--- src/rtl/rv32m_muldiv_if.sv ---
// Operand/request and write-back bundle between decode/register heap and the RV32M unit.
interface rv32m_muldiv_if #(
    parameter int XLEN = 32
);
    logic            start;
    logic [2:0]      funct3;
    logic [XLEN-1:0] rs1_val;
    logic [XLEN-1:0] rs2_val;
    logic [4:0]      rd;
    logic            busy;
    logic            done;
    logic            wb_en;
    logic [4:0]      wb_addr;
    logic [XLEN-1:0] wb_data;

    modport master (
        output start, funct3, rs1_val, rs2_val, rd,
        input  busy, done, wb_en, wb_addr, wb_data
    );

    modport slave (
        input  start, funct3, rs1_val, rs2_val, rd,
        output busy, done, wb_en, wb_addr, wb_data
    );
endinterface

--- src/rtl/rv32m_muldiv.sv ---
// Iterative RV32M multiply/divide unit: shift-add multiply and restoring divide on operand
// magnitudes, sign fix-up in a single FIX cycle, one-cycle write-back request.
//
// state | meaning
// IDLE  | waiting for start; operands latched on acceptance
// CALC  | XLEN iterations, one product/quotient bit per cycle
// FIX   | sign correction, result select, special cases; wb_data/wb_addr registered
// DONE  | done (and wb_en when rd != 0) for one cycle
module rv32m_muldiv #(
    parameter int XLEN = 32
) (
    input  logic         clk,
    input  logic         rst,
    rv32m_muldiv_if.slave bus
);
    localparam int CW = $clog2(XLEN);

    typedef enum logic [1:0] {S_IDLE, S_CALC, S_FIX, S_DONE} state_t;

    state_t            state, state_nx;
    logic [CW-1:0]     cnt;
    logic [2:0]        op;
    logic [4:0]        rd_q;
    logic [XLEN-1:0]   m;
    logic [XLEN-1:0]   hi, lo;
    logic              neg_q, neg_r, div_zero;
    logic              busy_q, done_q, wb_en_q;
    logic [4:0]        wb_addr_q;
    logic [XLEN-1:0]   wb_data_q;

    logic              a_sgn, b_sgn;
    logic [XLEN-1:0]   a_abs, b_abs;
    logic [XLEN:0]     mul_sum;
    logic [XLEN:0]     rem_sh;
    logic              ge;
    logic [XLEN-1:0]   trial;
    logic [XLEN-1:0]   hi_n, lo_n;
    logic [2*XLEN-1:0] prod_s;
    logic [XLEN-1:0]   quo_s, rem_s, result;

    always_ff @(posedge clk or posedge rst) begin
        if (rst) state <= S_IDLE;
        else     state <= state_nx;
    end

    always_comb begin
        state_nx = state;
        case (state)
            S_IDLE: if (bus.start) state_nx = S_CALC;
            S_CALC: if (cnt == '0) state_nx = S_FIX;
            S_FIX:  state_nx = S_DONE;
            S_DONE: state_nx = S_IDLE;
            default: state_nx = S_IDLE;
        endcase
    end

    // Signedness of each operand follows funct3: rs1 signed for MULH/MULHSU/DIV/REM,
    // rs2 signed for MULH/DIV/REM.
    always_comb begin
        a_sgn = ((bus.funct3 == 3'b001) || (bus.funct3 == 3'b010) ||
                 (bus.funct3 == 3'b100) || (bus.funct3 == 3'b110)) && bus.rs1_val[XLEN-1];
        b_sgn = ((bus.funct3 == 3'b001) || (bus.funct3 == 3'b100) ||
                 (bus.funct3 == 3'b110)) && bus.rs2_val[XLEN-1];
        a_abs = a_sgn ? -bus.rs1_val : bus.rs1_val;
        b_abs = b_sgn ? -bus.rs2_val : bus.rs2_val;
    end

    // One iteration: {hi,lo} is the product (multiplier shifts out of lo) for multiply,
    // and {remainder,quotient/dividend} for divide; m is multiplicand or divisor.
    always_comb begin
        mul_sum = {1'b0, hi} + (lo[0] ? {1'b0, m} : '0);
        rem_sh  = {hi, lo[XLEN-1]};
        ge      = (rem_sh >= {1'b0, m});
        trial   = rem_sh[XLEN-1:0] - m;
        if (op[2]) begin
            hi_n = ge ? trial : rem_sh[XLEN-1:0];
            lo_n = {lo[XLEN-2:0], ge};
        end else begin
            hi_n = mul_sum[XLEN:1];
            lo_n = {mul_sum[0], lo[XLEN-1:1]};
        end
    end

    // A zero divisor leaves remainder = |rs1|, which the dividend sign restores to rs1;
    // only the quotient needs forcing. The signed-overflow case falls out naturally.
    always_comb begin
        prod_s = neg_q ? -{hi, lo} : {hi, lo};
        quo_s  = div_zero ? '1 : (neg_q ? -lo : lo);
        rem_s  = neg_r ? -hi : hi;
        if (op[2])               result = op[1] ? rem_s : quo_s;
        else if (op[1:0] == 2'b00) result = prod_s[XLEN-1:0];
        else                     result = prod_s[2*XLEN-1:XLEN];
    end

    always_ff @(posedge clk or posedge rst) begin
        if (rst) begin
            cnt       <= '0;
            op        <= '0;
            rd_q      <= '0;
            m         <= '0;
            hi        <= '0;
            lo        <= '0;
            neg_q     <= 1'b0;
            neg_r     <= 1'b0;
            div_zero  <= 1'b0;
            busy_q    <= 1'b0;
            done_q    <= 1'b0;
            wb_en_q   <= 1'b0;
            wb_addr_q <= '0;
            wb_data_q <= '0;
        end else begin
            busy_q  <= (state_nx == S_CALC) || (state_nx == S_FIX);
            done_q  <= (state_nx == S_DONE);
            wb_en_q <= (state_nx == S_DONE) && (rd_q != 5'd0);
            case (state)
                S_IDLE: if (bus.start) begin
                    op       <= bus.funct3;
                    rd_q     <= bus.rd;
                    cnt      <= CW'(XLEN - 1);
                    neg_q    <= a_sgn ^ b_sgn;
                    neg_r    <= a_sgn;
                    div_zero <= (bus.rs2_val == '0);
                    hi       <= '0;
                    m        <= bus.funct3[2] ? b_abs : a_abs;
                    lo       <= bus.funct3[2] ? a_abs : b_abs;
                end
                S_CALC: begin
                    hi <= hi_n;
                    lo <= lo_n;
                    if (cnt != '0) cnt <= cnt - 1'b1;
                end
                S_FIX: begin
                    wb_data_q <= result;
                    wb_addr_q <= rd_q;
                end
                default: ;
            endcase
        end
    end

    assign bus.busy    = busy_q;
    assign bus.done    = done_q;
    assign bus.wb_en   = wb_en_q;
    assign bus.wb_addr = wb_addr_q;
    assign bus.wb_data = wb_data_q;
endmodule
--- src/flat_wrapper.sv ---
// flat-port wrapper written by rule: the top's interface ports become plain ports
module rv32m_muldiv_flat 
#(
    parameter int XLEN = 32
)
  (clk, rst, bus_start, bus_funct3, bus_rs1_val, bus_rs2_val, bus_rd, bus_busy, bus_done, bus_wb_en, bus_wb_addr, bus_wb_data);
  rv32m_muldiv_if #(.XLEN(XLEN)) bus_i ();
  input  logic clk;
  input  logic rst;
  input wire logic [$bits(bus_i.start)-1:0] bus_start;
  input wire logic [$bits(bus_i.funct3)-1:0] bus_funct3;
  input wire logic [$bits(bus_i.rs1_val)-1:0] bus_rs1_val;
  input wire logic [$bits(bus_i.rs2_val)-1:0] bus_rs2_val;
  input wire logic [$bits(bus_i.rd)-1:0] bus_rd;
  output wire logic [$bits(bus_i.busy)-1:0] bus_busy;
  output wire logic [$bits(bus_i.done)-1:0] bus_done;
  output wire logic [$bits(bus_i.wb_en)-1:0] bus_wb_en;
  output wire logic [$bits(bus_i.wb_addr)-1:0] bus_wb_addr;
  output wire logic [$bits(bus_i.wb_data)-1:0] bus_wb_data;
  assign bus_i.start = bus_start;
  assign bus_i.funct3 = bus_funct3;
  assign bus_i.rs1_val = bus_rs1_val;
  assign bus_i.rs2_val = bus_rs2_val;
  assign bus_i.rd = bus_rd;
  assign bus_busy = bus_i.busy;
  assign bus_done = bus_i.done;
  assign bus_wb_en = bus_i.wb_en;
  assign bus_wb_addr = bus_i.wb_addr;
  assign bus_wb_data = bus_i.wb_data;
  rv32m_muldiv #(.XLEN(XLEN)) u_core (.clk(clk), .rst(rst), .bus(bus_i));
endmodule
--- config.mk ---
export PLATFORM = sky130hd
export DESIGN_NAME = rv32m_muldiv_flat
export DESIGN_NICKNAME = d
export VERILOG_FILES = /design/src/rtl/rv32m_muldiv_if.sv /design/src/rtl/rv32m_muldiv.sv /design/src/flat_wrapper.sv
export SDC_FILE = /design/constraint.sdc
export NUM_CORES = 1
export LEC_CHECK = 0
export CAP_MARGIN = 30
export CORE_MARGIN = 1
export CORE_UTILIZATION = 55
export DETAILED_ROUTE_END_ITERATION = 8
export GPL_ROUTABILITY_DRIVEN = 0
export PLACE_DENSITY = 0.76
export SLEW_MARGIN = 20
export SYNTH_ARGS = -nofsm -noshare
export SYNTH_HDL_FRONTEND = slang
export SYNTH_SLANG_ARGS = --single-unit
--- constraint.sdc ---
create_clock -name clk -period 6.89 [get_ports clk]
set_input_delay 2.067 -clock clk [delete_from_list [all_inputs] [get_ports clk]]
set_output_delay 2.067 -clock clk [all_outputs]
set_load 0.01 [all_outputs]
==> reports/results.ini <==
[global_route]
grt_pass1_wl_mm = 82.3
grt_start_max_net_pins = 74
grt_pass1_vias = 14767
grtUsageTotal_pct = 37.3
antenna_found_initial = 1
gr-total-overflow = 0

[clock_network]
root_buffer = clkbuf_16
cts_setup_buffers = 0
clk_pin_slew_ns = 0.08
cts_htree_levels = 4
cts_tree = built
cts_hold_buffers = 0
numCtsBuffers = 17
numClockSinks = 154
cts_buffer_depth = 2
cts.repair.resized = 0
worstSkewPairLatency_ns = 0.45

[drt]
drc = 0
drt_iter0_markers = 1957
vias = 15833
antenna_left = 0
wl_per_cell_um = 22.4
routed_wl_mm = 52.8
via_per_inst = 6.72
drtPass1Iterations = 8

[job]
cap_violations = 0

[synthesis]
synth_edf_count = 0
syn_nets = 2123
synth.distinct_cells = 82
avgSynthCellArea_um2 = 7.66
synthFlopType = dfrtp_1
synth.cell_area_um2 = 15100
synth_cells = 1977
synthArstFlopShare_pct = 100
synth-seq-cells = 154
yosysWarnings = 0
ys_seq_area_share_pct = 25.4

[cells_and_area]
final_cell_mix = nand2_1 (221), o21ai_0 (201), nor2_1 (164), a21oi_1 (155), dfrtp_1 (153)
diodes = 0
final_util_pct = 63.3
final_common_cell = nand2_1
multiInputGateArea_um2 = 10500
finalNetCount = 2147
area.growth.synth_to_final_pct = 12.6
postLayoutCellArea_um2 = 17100
drive_above_1_share_pct = 5.41
seq_area_um2 = 3850
n_fill_cell = 2316

[placed_design]
place_area_um2 = 16400
dp_hpwl_mm = 38.7
place.port_buffers = 114

[die]
start_util_pct = 56.2
fp.dieW_um = 168
rows = 60
io_pins = 115
core_um2 = 27000
die_area_um2 = 28200
die_y_um = 168

[timing]
tightestPinTransition_ns = 0.984
slew_violations = 0
max-slew-margin-rel_pct = 34.0
fin_skew_ns = 0.0141
period_needed_ns = 4.73
setup_tns_ns = 0
report.final.setup_viol = 0
grt_setup_unrepaired = no
timing.final.crit_share_pct = 68.6
finalHoldViolations = 0
fmax_mhz = 212

[power_and_ir_drop]
ir_worst_vdd_uv = 295
power_density_nw_per_um2 = 543
leakage_nw = 7.09
power.total_w = 0.00926

[critical_path]
max_stage_delay_ns = 0.62
path_delay_family = simple AND/OR/NAND/NOR gates
cpMaxStageDelayCell = or4_1
critPathCaptureType = flip-flop
path_max_fanout = 9
crit_path_cell_trace = clkdlybuf4s50_1 > or4_1 > nor4_2 > and4_1 > a41oi_1 > xnor2_1 > mux2i_1 > a221o_1
start_kind = primary input
critPathKind = primary input to flip-flop
critical_path_buf_inv_count = 1
cp_data_arrival_time_ns = 5.05
worstPathRequired_ns = 7.21

[run_status]
outcome = finished, final reports clean

[worst_hold_path]
hp-class = flip-flop to flip-flop

## metal layers
layer / wire, µm / part of all wire (%) / GRT usage (%) / vias to the layer above
li1: - / - / - / 7218
met2: 22600 / 43 / 57.1 / 997
met3: 6100 / 12 / 7.19 / 177
met1: 21000 / 40 / 49.7 / 7441
met4: 3040 / 5.8 / 19.9 / 0
met5: 0 / 0 / 0 / -
## per-stage QoR
step           instances  hold WS, ns  setup WS (ns)
2_1_floorplan       1977        0.450          0.673
3_3_place_gp        2315        0.455           1.87
3_5_place_dp        2320        0.467           1.78
4_1_cts             2352        0.487           2.23
5_1_grt             2355        0.510           2.00
6_report            2355        0.483           2.16
## cells in the mapped netlist (11+ instances only)
cell type	n	area share [%]
a211oi_1	26	1.3
a21o_1	29	1.4
a21oi_1	155	5.1
a221oi_1	14	0.81
a22oi_1	19	0.94
a31oi_1	20	0.83
and2_1	11	0.45
clkbuf_1	112	2.8
dfrtp_1	154	25
ha_1	69	5.7
inv_1	81	2.0
mux2i_1	65	4.3
nand2_1	221	5.5
nand3_1	31	1.0
nor2_1	166	4.1
nor2b_1	13	0.54
nor3_1	42	1.4
nor4_1	13	0.54
o211ai_1	15	0.74
o21a_1	14	0.69
o21ai_0	201	6.6
o221ai_1	13	0.75
o22a_1	11	0.64
o31ai_1	31	1.5
o41ai_1	13	0.75
or2_2	13	0.54
or3_1	19	0.78
or4_1	17	0.84
xnor2_1	107	6.2
xor2_1	85	4.9
## report_power, final
| group | internal, W | leakage [nW] | switching, W |
|---|---|---|---|
| Clock | 0.000530 | 0.297 | 0.000464 |
| Sequential | 0.00127 | 1.94 | 0.000761 |
| Combinational | 0.00250 | 4.86 | 0.00373 |
## worst min-delay path, cell delays in order (launching register included)
cell and delay [ns]:
dfrtp_1 0.35, a21oi_1 0.06, nand2_1 0.05
## final cells by class
| type | instances | area share, % |
|---|---|---|
| multi-input combinational | 1605 | 61.4 |
| sequential | 154 | 22.6 |
| timing repair buffer | 139 | 8.06 |
| clock buffer | 18 | 2.58 |
| tap | 341 | 2.50 |
| inverter | 84 | 1.88 |
| clock inverter | 14 | 1.01 |
## flip-flops by register name, indices dropped and copies added (netlist names), 2 cells and up
| name | cells |
|---|---|
| u_core.bus.wb_addr | 5 |
| u_core.bus.wb_data | 32 |
| u_core.cnt | 5 |
| u_core.hi | 32 |
| u_core.lo | 32 |
| u_core.m | 32 |
| u_core.op | 3 |
| u_core.rd_q | 5 |
| u_core.state | 2 |
## worst paths after layout
kind,to,slack (ns),start,cells after the start
min in group asynchronous,u_core.bus.wb_addr[0],2.12,rst,2
min,u_core.bus.wb_data[28],0.48,u_core.bus.wb_data[28],2
min reg2reg,u_core.bus.wb_data[28],0.48,u_core.bus.wb_data[28],2
max in group asynchronous,u_core.lo[7],3.58,rst,3
max reg2reg,u_core.hi[31],2.68,u_core.lo[0],12
max,u_core.lo[26],2.16,bus_rs1_val[4],8
## cells by family (layout without fill, tap and decap cells)
group           after synthesis  after routing  synth area share (%)
fa+ha+maj                    71             71                  5.96
buf+inv                     218            255                  5.56
mux                          71             71                  4.74
xor+xnor                    192            192                  11.1
flops                       154            154                  25.4
compound gates              658            658                  27.8
simple gates                613            613                  19.4
No activity file was read; power rests on OpenSTA's default activity.
